[config.mk]
export PLATFORM = sky130hd
export DESIGN_NAME = id_exe_stage_reg
export DESIGN_NICKNAME = d
export VERILOG_FILES = /design/src/rtl/arm_pkg.sv /design/src/rtl/pipe_reg.sv /design/src/rtl/id_exe_stage_reg.sv
export SDC_FILE = /design/constraint.sdc
export NUM_CORES = 1
export LEC_CHECK = 0
export CORE_MARGIN = 2
export CORE_UTILIZATION = 40
export DETAILED_ROUTE_END_ITERATION = 8
export GPL_TIMING_DRIVEN = 0
export HOLD_SLACK_MARGIN = 0.06
export PLACE_DENSITY = 0.8
export SYNTH_ARGS = -nofsm -noshare
export SYNTH_HDL_FRONTEND = slang
export SYNTH_SLANG_ARGS = --single-unit
[constraint.sdc]
create_clock -name clk -period 0.9 [get_ports clk]
set_clock_uncertainty 0.05 [all_clocks]
set_input_delay 0.18 -clock clk [delete_from_list [all_inputs] [get_ports clk]]
set_output_delay 0.18 -clock clk [all_outputs]
set_load 0.03 [all_outputs]
[src/rtl/arm_pkg.sv]
// Shared definitions for the ARM-style pipeline: ALU command encodings,
// the decode control word and default datapath widths.
package arm_pkg;

    localparam int DEF_WORD_W  = 32;
    localparam int DEF_REG_W   = 4;
    localparam int EXE_CMD_W   = 4;
    localparam int SHIFT_OP_W  = 12;
    localparam int SIGNED_IMM_W = 24;

    // ALU command encodings; 0000 is the bubble/no-op value.
    typedef enum logic [EXE_CMD_W-1:0] {
        EXE_NOP = 4'b0000,
        EXE_MOV = 4'b0001,
        EXE_MVN = 4'b1001,
        EXE_ADD = 4'b0010,
        EXE_ADC = 4'b0011,
        EXE_SUB = 4'b0100,
        EXE_SBC = 4'b0101,
        EXE_AND = 4'b0110,
        EXE_ORR = 4'b0111,
        EXE_EOR = 4'b1000
    } exe_cmd_e;

    // Control word produced by the decode control unit.
    typedef struct packed {
        logic     wb_en;
        logic     mem_r_en;
        logic     mem_w_en;
        logic     b;
        logic     s;
        exe_cmd_e exe_cmd;
    } ctrl_word_t;

endpackage

[src/rtl/pipe_reg.sv]
// Generic pipeline register: async active-low reset, load enable and a
// synchronous clear that only takes effect on an enabled edge.
module pipe_reg #(
    parameter int WIDTH = 8
) (
    input  logic             clk,
    input  logic             rst,
    input  logic             clr,
    input  logic             en,
    input  logic [WIDTH-1:0] i_d,
    output logic [WIDTH-1:0] o_q
);

    logic [WIDTH-1:0] r_q;

    // Capture, clear or hold the stored word on each rising edge.
    always_ff @(posedge clk or negedge rst) begin
        // NOTE: every bit here is a pipeline flop, so all of it is reset;
        // non-blocking assignments keep the edge semantics race-free.
        if (!rst) begin
            r_q <= '0;
        end else if (en) begin
            if (clr) begin
                r_q <= '0;
            end else begin
                r_q <= i_d;
            end
        end
    end

    assign o_q = r_q;

endmodule

[src/rtl/id_exe_stage_reg.sv]
// ID/EXE pipeline register. Holds the decoded control word, operands and
// PC for the execute stage, with stall (freeze), bubble insertion (flush)
// and a valid tag. Control bits are cleared for any bubble so that
// valid_out = 0 always implies no write-back, memory access or flag update.
module id_exe_stage_reg
    import arm_pkg::*;
#(
    parameter int WORD_W = DEF_WORD_W,
    parameter int REG_W  = DEF_REG_W
) (
    input  logic                    clk,
    input  logic                    rst,
    input  logic                    freeze,
    input  logic                    flush,
    input  logic                    valid_in,
    input  logic                    WB_EN_in,
    input  logic                    MEM_R_EN_in,
    input  logic                    MEM_W_EN_in,
    input  logic                    B_in,
    input  logic                    S_in,
    input  logic [EXE_CMD_W-1:0]    EXE_CMD_in,
    input  logic [WORD_W-1:0]       PC_in,
    input  logic [WORD_W-1:0]       Val_Rn_in,
    input  logic [WORD_W-1:0]       Val_Rm_in,
    input  logic                    imm_in,
    input  logic [SHIFT_OP_W-1:0]   Shift_operand_in,
    input  logic [SIGNED_IMM_W-1:0] Signed_imm_24_in,
    input  logic [REG_W-1:0]        Dest_in,
    input  logic [REG_W-1:0]        Src1_in,
    input  logic [REG_W-1:0]        Src2_in,
    input  logic                    C_in,
    output logic                    valid_out,
    output logic                    WB_EN_out,
    output logic                    MEM_R_EN_out,
    output logic                    MEM_W_EN_out,
    output logic                    B_out,
    output logic                    S_out,
    output logic [EXE_CMD_W-1:0]    EXE_CMD_out,
    output logic [WORD_W-1:0]       PC_out,
    output logic [WORD_W-1:0]       Val_Rn_out,
    output logic [WORD_W-1:0]       Val_Rm_out,
    output logic                    imm_out,
    output logic [SHIFT_OP_W-1:0]   Shift_operand_out,
    output logic [SIGNED_IMM_W-1:0] Signed_imm_24_out,
    output logic [REG_W-1:0]        Dest_out,
    output logic [REG_W-1:0]        Src1_out,
    output logic [REG_W-1:0]        Src2_out,
    output logic                    C_out
);

    // Valid tag travels with the control word so one clear kills both.
    localparam int CTRL_W = 1 + $bits(ctrl_word_t);
    localparam int DATA_W = 3 * WORD_W + 1 + SHIFT_OP_W + SIGNED_IMM_W + 3 * REG_W + 1;

    logic              w_load_en;
    logic              w_ctrl_clr;
    ctrl_word_t        w_ctrl_in;
    ctrl_word_t        w_ctrl_q;
    logic              w_valid_q;
    logic [CTRL_W-1:0] w_ctrl_d_bus;
    logic [CTRL_W-1:0] w_ctrl_q_bus;
    logic [DATA_W-1:0] w_data_d;
    logic [DATA_W-1:0] w_data_q;

    // Flush must override freeze, so it also forces the enable.
    assign w_load_en  = !freeze || flush;
    // A non-valid instruction loads its datapath but never its control bits.
    assign w_ctrl_clr = flush || !valid_in;

    assign w_ctrl_in = '{
        wb_en:    WB_EN_in,
        mem_r_en: MEM_R_EN_in,
        mem_w_en: MEM_W_EN_in,
        b:        B_in,
        s:        S_in,
        exe_cmd:  exe_cmd_e'(EXE_CMD_in)
    };

    assign w_ctrl_d_bus = {valid_in, w_ctrl_in};

    pipe_reg #(.WIDTH(CTRL_W)) u_ctrl_reg (
        .clk (clk),
        .rst (rst),
        .clr (w_ctrl_clr),
        .en  (w_load_en),
        .i_d (w_ctrl_d_bus),
        .o_q (w_ctrl_q_bus)
    );

    assign {w_valid_q, w_ctrl_q} = w_ctrl_q_bus;

    assign valid_out    = w_valid_q;
    assign WB_EN_out    = w_ctrl_q.wb_en;
    assign MEM_R_EN_out = w_ctrl_q.mem_r_en;
    assign MEM_W_EN_out = w_ctrl_q.mem_w_en;
    assign B_out        = w_ctrl_q.b;
    assign S_out        = w_ctrl_q.s;
    assign EXE_CMD_out  = w_ctrl_q.exe_cmd;

    // Datapath fields are passed bit-exact; sign extension happens in EXE.
    assign w_data_d = {PC_in, Val_Rn_in, Val_Rm_in, imm_in, Shift_operand_in,
                       Signed_imm_24_in, Dest_in, Src1_in, Src2_in, C_in};

    pipe_reg #(.WIDTH(DATA_W)) u_data_reg (
        .clk (clk),
        .rst (rst),
        .clr (flush),
        .en  (w_load_en),
        .i_d (w_data_d),
        .o_q (w_data_q)
    );

    assign {PC_out, Val_Rn_out, Val_Rm_out, imm_out, Shift_operand_out,
            Signed_imm_24_out, Dest_out, Src1_out, Src2_out, C_out} = w_data_q;

endmodule

# Word level (Yosys, flattened, before mapping)
# Index checks and enable logic that the tools add are counted.
dict set report word_totals {
  regBits 156
  latch_bits 0
  ram_bits 0
  rom_bits 0
  inputBits 160
  word_cells 8
  mem_count 0
}
dict set report op_classes {
  addsub 0
  mul 0
  div_mod_pow 0
  n_lt_le_gt_ge 0
  eq_ne 0
  shift 0
  n_mux 2
  bitwise 0
  n_reduce_logical 4
}
# cell count
set op_table {}
lappend op_table {{$mux 146} 1}
lappend op_table {{$mux 10} 1}
lappend op_table {{$logic_not 1->1} 2}
lappend op_table {{$logic_or 1x1->1} 2}

# Logic depth before layout (Yosys ltp)
# Gate-level depths: netlist of run 1.
dict set report logic_depth {
  depth_word 3
  ltp_mapped 5
  mapped_depth_nobuf 2
}

# Hierarchy
# Synthesis of run 1 repeated with hierarchy kept, for this count alone.
dict set report unflattened {
  cells_unflattened 676
  hier_area_um2 6703.9
}
# mod n_inst cells_each area_each_um2 seq_area_each_um2
set by_module_without_submodules {}
lappend by_module_without_submodules {{pipe_reg (u_data_reg)} 1 632 6259.8 3653.5}
lappend by_module_without_submodules {{pipe_reg (u_ctrl_reg)} 1 42 431.7 250.2}
lappend by_module_without_submodules {id_exe_stage_reg 1 2 12.5 0.0}

# Worst setup path before layout of run 1
# Ideal clock, no wire load.
dict set report synth_path {
  path_kind {input-to-reg}
  start {in freeze}
  end {reg u_data_reg.r_q[115], in the netlist u_data_reg.o_q[115]}
  setup_ns 0.132
  arrival_ns 0.831
  t_required_ns 0.718
  slack_ns -0.113
  stages 5
  cell_sequence {buf_4 buf_12 buf_12 mux2i_1 nor2_1}
}
dict set report synth_between {
  elab_chain_len 2
}
# item line_no
set synth_lines {}
lappend synth_lines {{start: declaration} id_exe_stage_reg.sv:13} ;# input logic freeze,
lappend synth_lines {{$logic_not 1->1} id_exe_stage_reg.sv:66} ;# assign w_load_en = !freeze || flush;
lappend synth_lines {{$logic_or 1x1->1} id_exe_stage_reg.sv:66}
lappend synth_lines {{end signal: assignment} pipe_reg.sv:26} ;# r_q <= i_d;
lappend synth_lines {{end: declaration} pipe_reg.sv:14} ;# logic [WIDTH-1:0] r_q;
# No other way between the ends.
# A chain may end at the register's enable or synchronous reset.

# Worst setup path after layout of run 1
dict set report layout_path {
  start {reg u_data_reg.r_q[100], in the netlist u_data_reg.o_q[100]}
  end {out Val_Rn_out[18]}
}
# item line_no
set layout_lines {}
lappend layout_lines {{end: declaration} id_exe_stage_reg.sv:40} ;# output logic [WORD_W-1:0] Val_Rn_out,
# No word-level cell between the ends.

==> results_dict.tcl, run 1 <==
set metrics [dict create \
    tns_ps -45040 \
    synth_seq_cells 156 \
    drtAntennaViolNets 0 \
    syn-num-nets 657 \
    fin_nets 1065 \
    gp_congestion 0.806 \
    r2r_cells 3 \
    worst-slew-pin-transition_ps 589 \
    num_vias 5366 \
    cap_violations 0 \
    clkPwrFrac_pct 40.0 \
    cts_tree "yes" \
    path_clk_slew_ps 60 \
    fin_util_pct 72.3 \
    final_cell_mix "buf_6 (181), clkdlybuf4s50_1 (156), dfrtp_1 (156)" \
    cts_root_buffer "clkbuf_16" \
    seqPwrFrac_pct 39.3 \
    clock_latency_ps 420 \
    fin_crit_ps 1220 \
    critPathTopFamily "flip-flops" \
    n_antenna_cell 0 \
    holdWs_ps -331 \
    cp_cell_sequence "buf_6" \
    yosysUniqueCellTypes 12 \
    dr.pass1.iters 4 \
    fmax_ghz 0.818 \
    die_area_um2 17000 \
    required_ps 670 \
    cts_inserted_buffers 17 \
    clock_sinks 156 \
    power_frac_comb_pct 20.7 \
    std_cell_rows 46 \
    multiInputGateArea_um2 2170 \
    p_int_w 0.0145 \
    die_h_um 130 \
    post-dp-hpwl_um 13900 \
    grt_pass1_vias 5565 \
    io_pins 316 \
    synth_area_um2 6390 \
    rsz0062_at_grt "true" \
    layout-drive-gt1-share_pct 33.2 \
    yosysWarningCount 0 \
    port_buffers 314 \
    syn_inst 497 \
    switchingPower_w 0.00513 \
    antenna_found_initial 0 \
    switching_share_pct 26.2 \
    fin_ws_ps -322 \
    core_area_um2 15800 \
    r2r-start "u_data_reg.o_q[6]" \
    min_path_type "input pin to async pin" \
    grt_overflow_total 0 \
    netlist_top_cells_area "dfrtp_1 (61%), mux2i_1 (23%), nor2_1 (8.6%)" \
    crit_fanout 2 \
    rrSetupSlack_ps -50 \
    start_util_pct 40.5 \
    areaGrowthSynthToFinish_pct 78.3 \
    status "finished, violations left" \
    gr-usage-all-layers_pct 22.6 \
    avgSynthCellArea_um2 12.9 \
    path_class "register to primary output" \
    via_per_inst 4.73 \
    finalCritPeriodShare_pct 136 \
    yosysSeqAreaShare_pct 61.1 \
    synth_top_cell_area_share_pct 61.1 \
    dp_slack_ps -888 \
    cpPeakStageDelay_ps 420 \
    first_iter_violations 174 \
    finalNonFillerCells 1134 \
    place_inst 1028 \
    violations "hold timing, setup timing" \
    wire_per_inst_um 17.6 \
    critPathArrivalTime_ps 990 \
    grt_max_degree 104 \
    cts_buffer_depth 2 \
    r2r_end "u_data_reg.o_q[6]" \
    power_leakage_nw 5.76 \
    crit_path_end_kind "primary output" \
    drc 0 \
    fillers 1067 \
    relSlewSlack_pct 60.7 \
    synth_area_leader_cell "dfrtp_1" \
    irDropWorstVdd_mv 1.10 \
    path_buf_inv 1 \
    final_common_cell "buf_6" \
    grt_pass1_wl_um 29100 \
    routed_wl_um 19900 \
    h-tree-depth 4 \
    cp_slowest_cell "dfrtp_1" \
    start_kind "register" \
    regArea_um2 3900 \
    hold_viol_final 53 \
    slew_violations 0 \
    critPathLaunch "u_data_reg.o_q[100]" \
    setup_viol 164 \
    die_w_um 130 \
    pwr_density_cell_nw_per_um2 1720 \
    power_w 0.0196 \
]
==> area by class of cell <==
class,count,area share (%)
well taps,216,2.37
multi-input cells,305,19.0
flip-flops and latches,156,34.2
repair buffers,389,35.1
clock inverters,14,1.91
plain buffers,35,3.57
clock buffers,18,3.76
inverters,1,0.0329
==> worst reg2reg max path, delay by kind of cell, from the launching register on <==
family	cells	cell delay, ps
buffers and inverters	1	140
DFF	1	400
muxes	1	170
and+or+nand+nor	1	60
==> metrics by stage <==
stage	cell area (µm²)	hold slack (ps)
finish	11400	-331
floorplan	6400	-166
detailed placement	9850	118
global route	11400	-310
global placement	9820	425
CTS	11000	-336
==> state kept, by name, indices dropped and copies added, names as in the netlist <==
register,flops
u_data_reg.o_q,146
u_ctrl_reg.o_q,10
==> worst max path at each step <==
stage / endpoint / slack (ps) / cells past startpoint
floorplan: u_data_reg.o_q[115] / -70 / 5
global placement: u_data_reg.o_q[85] / -6250 / 1
detailed placement: u_data_reg.o_q[54] / -890 / 4
CTS: Val_Rn_out[18] / -340 / 1
global route: Val_Rn_out[18] / -360 / 1
finish: Val_Rn_out[18] / -320 / 1
==> cells in the mapped netlist <==
library cell,count
nor2b_1,2
inv_2,1
buf_8,3
a32o_1,9
dfrtp_1,156
nor2_1,147
buf_4,3
mux2i_1,147
buf_12,11
clkbuf_1,12
buf_2,4
buf_1,2
==> per-layer routing <==
metal / global-route usage, % / vias to the layer above / share of wire, %
met4: 9.39 / 0 / 3.1
met2: 40.7 / 230 / 53
met3: 7.74 / 43 / 8.0
met1: 24.4 / 2612 / 36
li1: - / 2481 / -
met5: 0 / - / 0
==> timing repair <==
| action | CTS | global route |
|---|---|---|
| buffers inserted | 37 | 46 |
| endpoints found under the hold margin | 53 | 53 |
| pin swaps | 3 | 23 |
| resized for setup | 1118 | 30 |
| gates cloned | 2 | 0 |
| endpoints found under the setup margin | 305 | 259 |
==> logic make-up (layout without fill, tap and decap cells) <==
group                  Yosys count  in the layout  synth area share (%)
AOI/OAI and AO/OA                9              9                  1.41
buffers and inverters           36            457                  5.69
DFF                            156            156                  61.1
muxes                          147            147                  23.0
and+or+nand+nor                149            149                  8.83
==> power by group through the flow <==
stage	registers, W	logic (W)	clock network (W)
floorplan	0.00851	0.000943	0
global placement	0.00773	0.00353	0
detailed placement	0.00775	0.00362	0
CTS	0.00770	0.00390	0.00799
global route	0.00775	0.00430	0.00830
finish	0.00771	0.00406	0.00785
(Power assumes the default switching activity.)
==> run 2, diff against run 1 <==
--- a/config.mk
+++ b/config.mk
@@ -6,11 +6,11 @@
 export NUM_CORES = 1
 export LEC_CHECK = 0
 export CORE_MARGIN = 2
-export CORE_UTILIZATION = 40
+export CORE_UTILIZATION = 41
 export DETAILED_ROUTE_END_ITERATION = 8
 export GPL_TIMING_DRIVEN = 0
 export HOLD_SLACK_MARGIN = 0.06
-export PLACE_DENSITY = 0.8
+export PLACE_DENSITY = 0.81
 export SYNTH_ARGS = -nofsm -noshare
 export SYNTH_HDL_FRONTEND = slang
 export SYNTH_SLANG_ARGS = --single-unit
==> run 2 against run 1 <==
The run still ends with hold timing, setup timing left. Wire length up 1.7%. Total power decreased by 2.2%. Die area down 2.4%. Non-clock buffer count decreased by 5. Critical path depth unchanged. Clock power is 5.5% lower. Worst hold slack better by 85 ps. Flip-flop and latch count unchanged. Final cell count is 3.2% lower. Critical path type unchanged. Highest routed layer unchanged.
==> results_dict.tcl, run 2 (synthesized netlist as in run 1, its figures left out) <==
set metrics [dict create \
    pwr_density_cell_nw_per_um2 1700 \
    cpPeakStageDelay_ps 410 \
    rsz0062_at_grt "true" \
    clock_latency_ps 410 \
    start_kind "register" \
    worst-slew-pin-transition_ps 757 \
    grt_pass1_wl_um 30100 \
    relSlewSlack_pct 49.5 \
    irDropWorstVdd_mv 1.07 \
    clock_sinks 156 \
    regArea_um2 3900 \
    num_vias 5298 \
    p_int_w 0.0143 \
    drtAntennaViolNets 0 \
    layout-drive-gt1-share_pct 32.3 \
    min_path_type "input pin to async pin" \
    critPathArrivalTime_ps 970 \
    cp_slowest_cell "dfrtp_1" \
    cts_buffer_depth 2 \
    slew_violations 0 \
    status "finished, violations left" \
    cts_root_buffer "clkbuf_16" \
    largest_reg_flops 146 \
    violations "hold timing, setup timing" \
    finalCritPeriodShare_pct 134 \
    r2r-start "u_data_reg.o_q[89]" \
    cts_inserted_buffers 17 \
    power_frac_comb_pct 21.1 \
    clkPwrFrac_pct 38.7 \
    tns_ps -43870 \
    fmax_ghz 0.831 \
    switching_share_pct 25.6 \
    gp_congestion 0.779 \
    hold_viol_final 80 \
    gr-usage-all-layers_pct 23.7 \
    port_buffers 314 \
    io_pins 316 \
    seqPwrFrac_pct 40.2 \
    placed_cell_area_um2 9810 \
    cts_tree "yes" \
    first_iter_violations 277 \
    areaGrowthSynthToFinish_pct 76.6 \
    dp_slack_ps -918 \
    h-tree-depth 4 \
    switchingPower_w 0.00491 \
    antenna_found_initial 0 \
    grt_overflow_total 0 \
    via_per_inst 4.83 \
    grt_pass1_vias 5727 \
    crit_fanout 2 \
    path_buf_inv 1 \
    multiInputGateArea_um2 2160 \
    fin_crit_ps 1200 \
    setup_viol 175 \
    path_class "register to primary output" \
    core_area_um2 15200 \
    final_common_cell "buf_6" \
    critPathTopFamily "flip-flops" \
    fin_nets 1060 \
    r2r_cells 4 \
    path_clk_slew_ps 60 \
    power_w 0.0192 \
    rrSetupSlack_ps -140 \
    die_h_um 129 \
    drc 0 \
    dr.pass1.iters 4 \
    r2r_end "u_data_reg.o_q[89]" \
    fillers 974 \
    crit_path_end_kind "primary output" \
    start_util_pct 42.1 \
    power_leakage_nw 5.72 \
    fin_ws_ps -304 \
    wire_per_inst_um 18.4 \
    cp_cell_sequence "buf_6" \
    die_w_um 129 \
    grt_max_degree 82 \
    n_antenna_cell 0 \
    required_ps 670 \
    final_cell_mix "buf_6 (184), dfrtp_1 (156), clkdlybuf4s50_1 (155)" \
    routed_wl_um 20200 \
    cap_violations 0 \
    post-dp-hpwl_um 14000 \
    std_cell_rows 45 \
    die_area_um2 16600 \
    holdWs_ps -246 \
    finish.instance_area_um2 11300 \
]
[run 2: cell types whose count changed in the layout (fill, tap and decap cells not counted), sizes merged]
cell,change
clkinv,-3
buf,-5
bufinv,-1
clkbuf,+4
clkinvlp,-1
clkdlybuf4s50,-1
inv,-2
dlygate4sd2,+1
[run 2: worst register-to-register path, stage by stage (launching register included)]
cell and delay, ps:
dfrtp_1 410, buf_4 150, buf_4 120, mux2i_1 140, nor2_1 50
[run 2: metal layers]
metal	track usage, %	wire [µm]
met5	0	0
met4	10.2	652
met3	6.32	1320
met2	42.4	10700
met1	26.6	7590
[run 2: cell type report]
| type | count | area share, % |
|---|---|---|
| clock inverters | 7 | 1.24 |
| clock buffers | 22 | 4.11 |
| well taps | 188 | 2.08 |
| repair buffers | 384 | 35.2 |
| multi-input cells | 305 | 19.1 |
| plain buffers | 35 | 3.62 |
| inverters | 1 | 0.0332 |
| flip-flops and latches | 156 | 34.6 |
[run 2: timing repair]
item,CTS,global route
gates cloned,2,0
endpoints found under the setup margin,305,295
endpoints found under the hold margin,80,80
pin swaps,2,28
gates resized for setup,1119,32
setup buffers,37,49
[run 2: power by group through the flow]
| stage | registers [W] | logic, W | clock network (W) |
|---|---|---|---|
| 2_1_floorplan | 0.00851 | 0.000943 | 0 |
| 3_3_place_gp | 0.00772 | 0.00354 | 0 |
| 3_5_place_dp | 0.00774 | 0.00363 | 0 |
| 4_1_cts | 0.00770 | 0.00390 | 0.00752 |
| 5_1_grt | 0.00775 | 0.00428 | 0.00784 |
| 6_report | 0.00772 | 0.00405 | 0.00742 |
[run 2: how the worst max path moves through the flow]
| stage | depth (start not counted) | start | to | slack (ps) |
|---|---|---|---|---|
| 2_1_floorplan | 5 | freeze | u_data_reg.o_q[115] | -70 |
| 3_3_place_gp | 1 | rst | u_data_reg.o_q[127] | -6360 |
| 3_5_place_dp | 4 | flush | u_data_reg.o_q[99] | -920 |
| 4_1_cts | 1 | u_data_reg.o_q[22] | Signed_imm_24_out[9] | -320 |
| 5_1_grt | 1 | u_ctrl_reg.o_q[7] | MEM_R_EN_out | -340 |
| 6_report | 1 | u_data_reg.o_q[89] | Val_Rn_out[7] | -300 |
[run 2: per-stage QoR]
stage          utilization [%]  instances
5_1_grt                   74.3       1098
2_1_floorplan                -        497
3_3_place_gp              64.3        999
6_report                  74.3       1098
4_1_cts                   72.1       1068
3_5_place_dp              64.5       1000
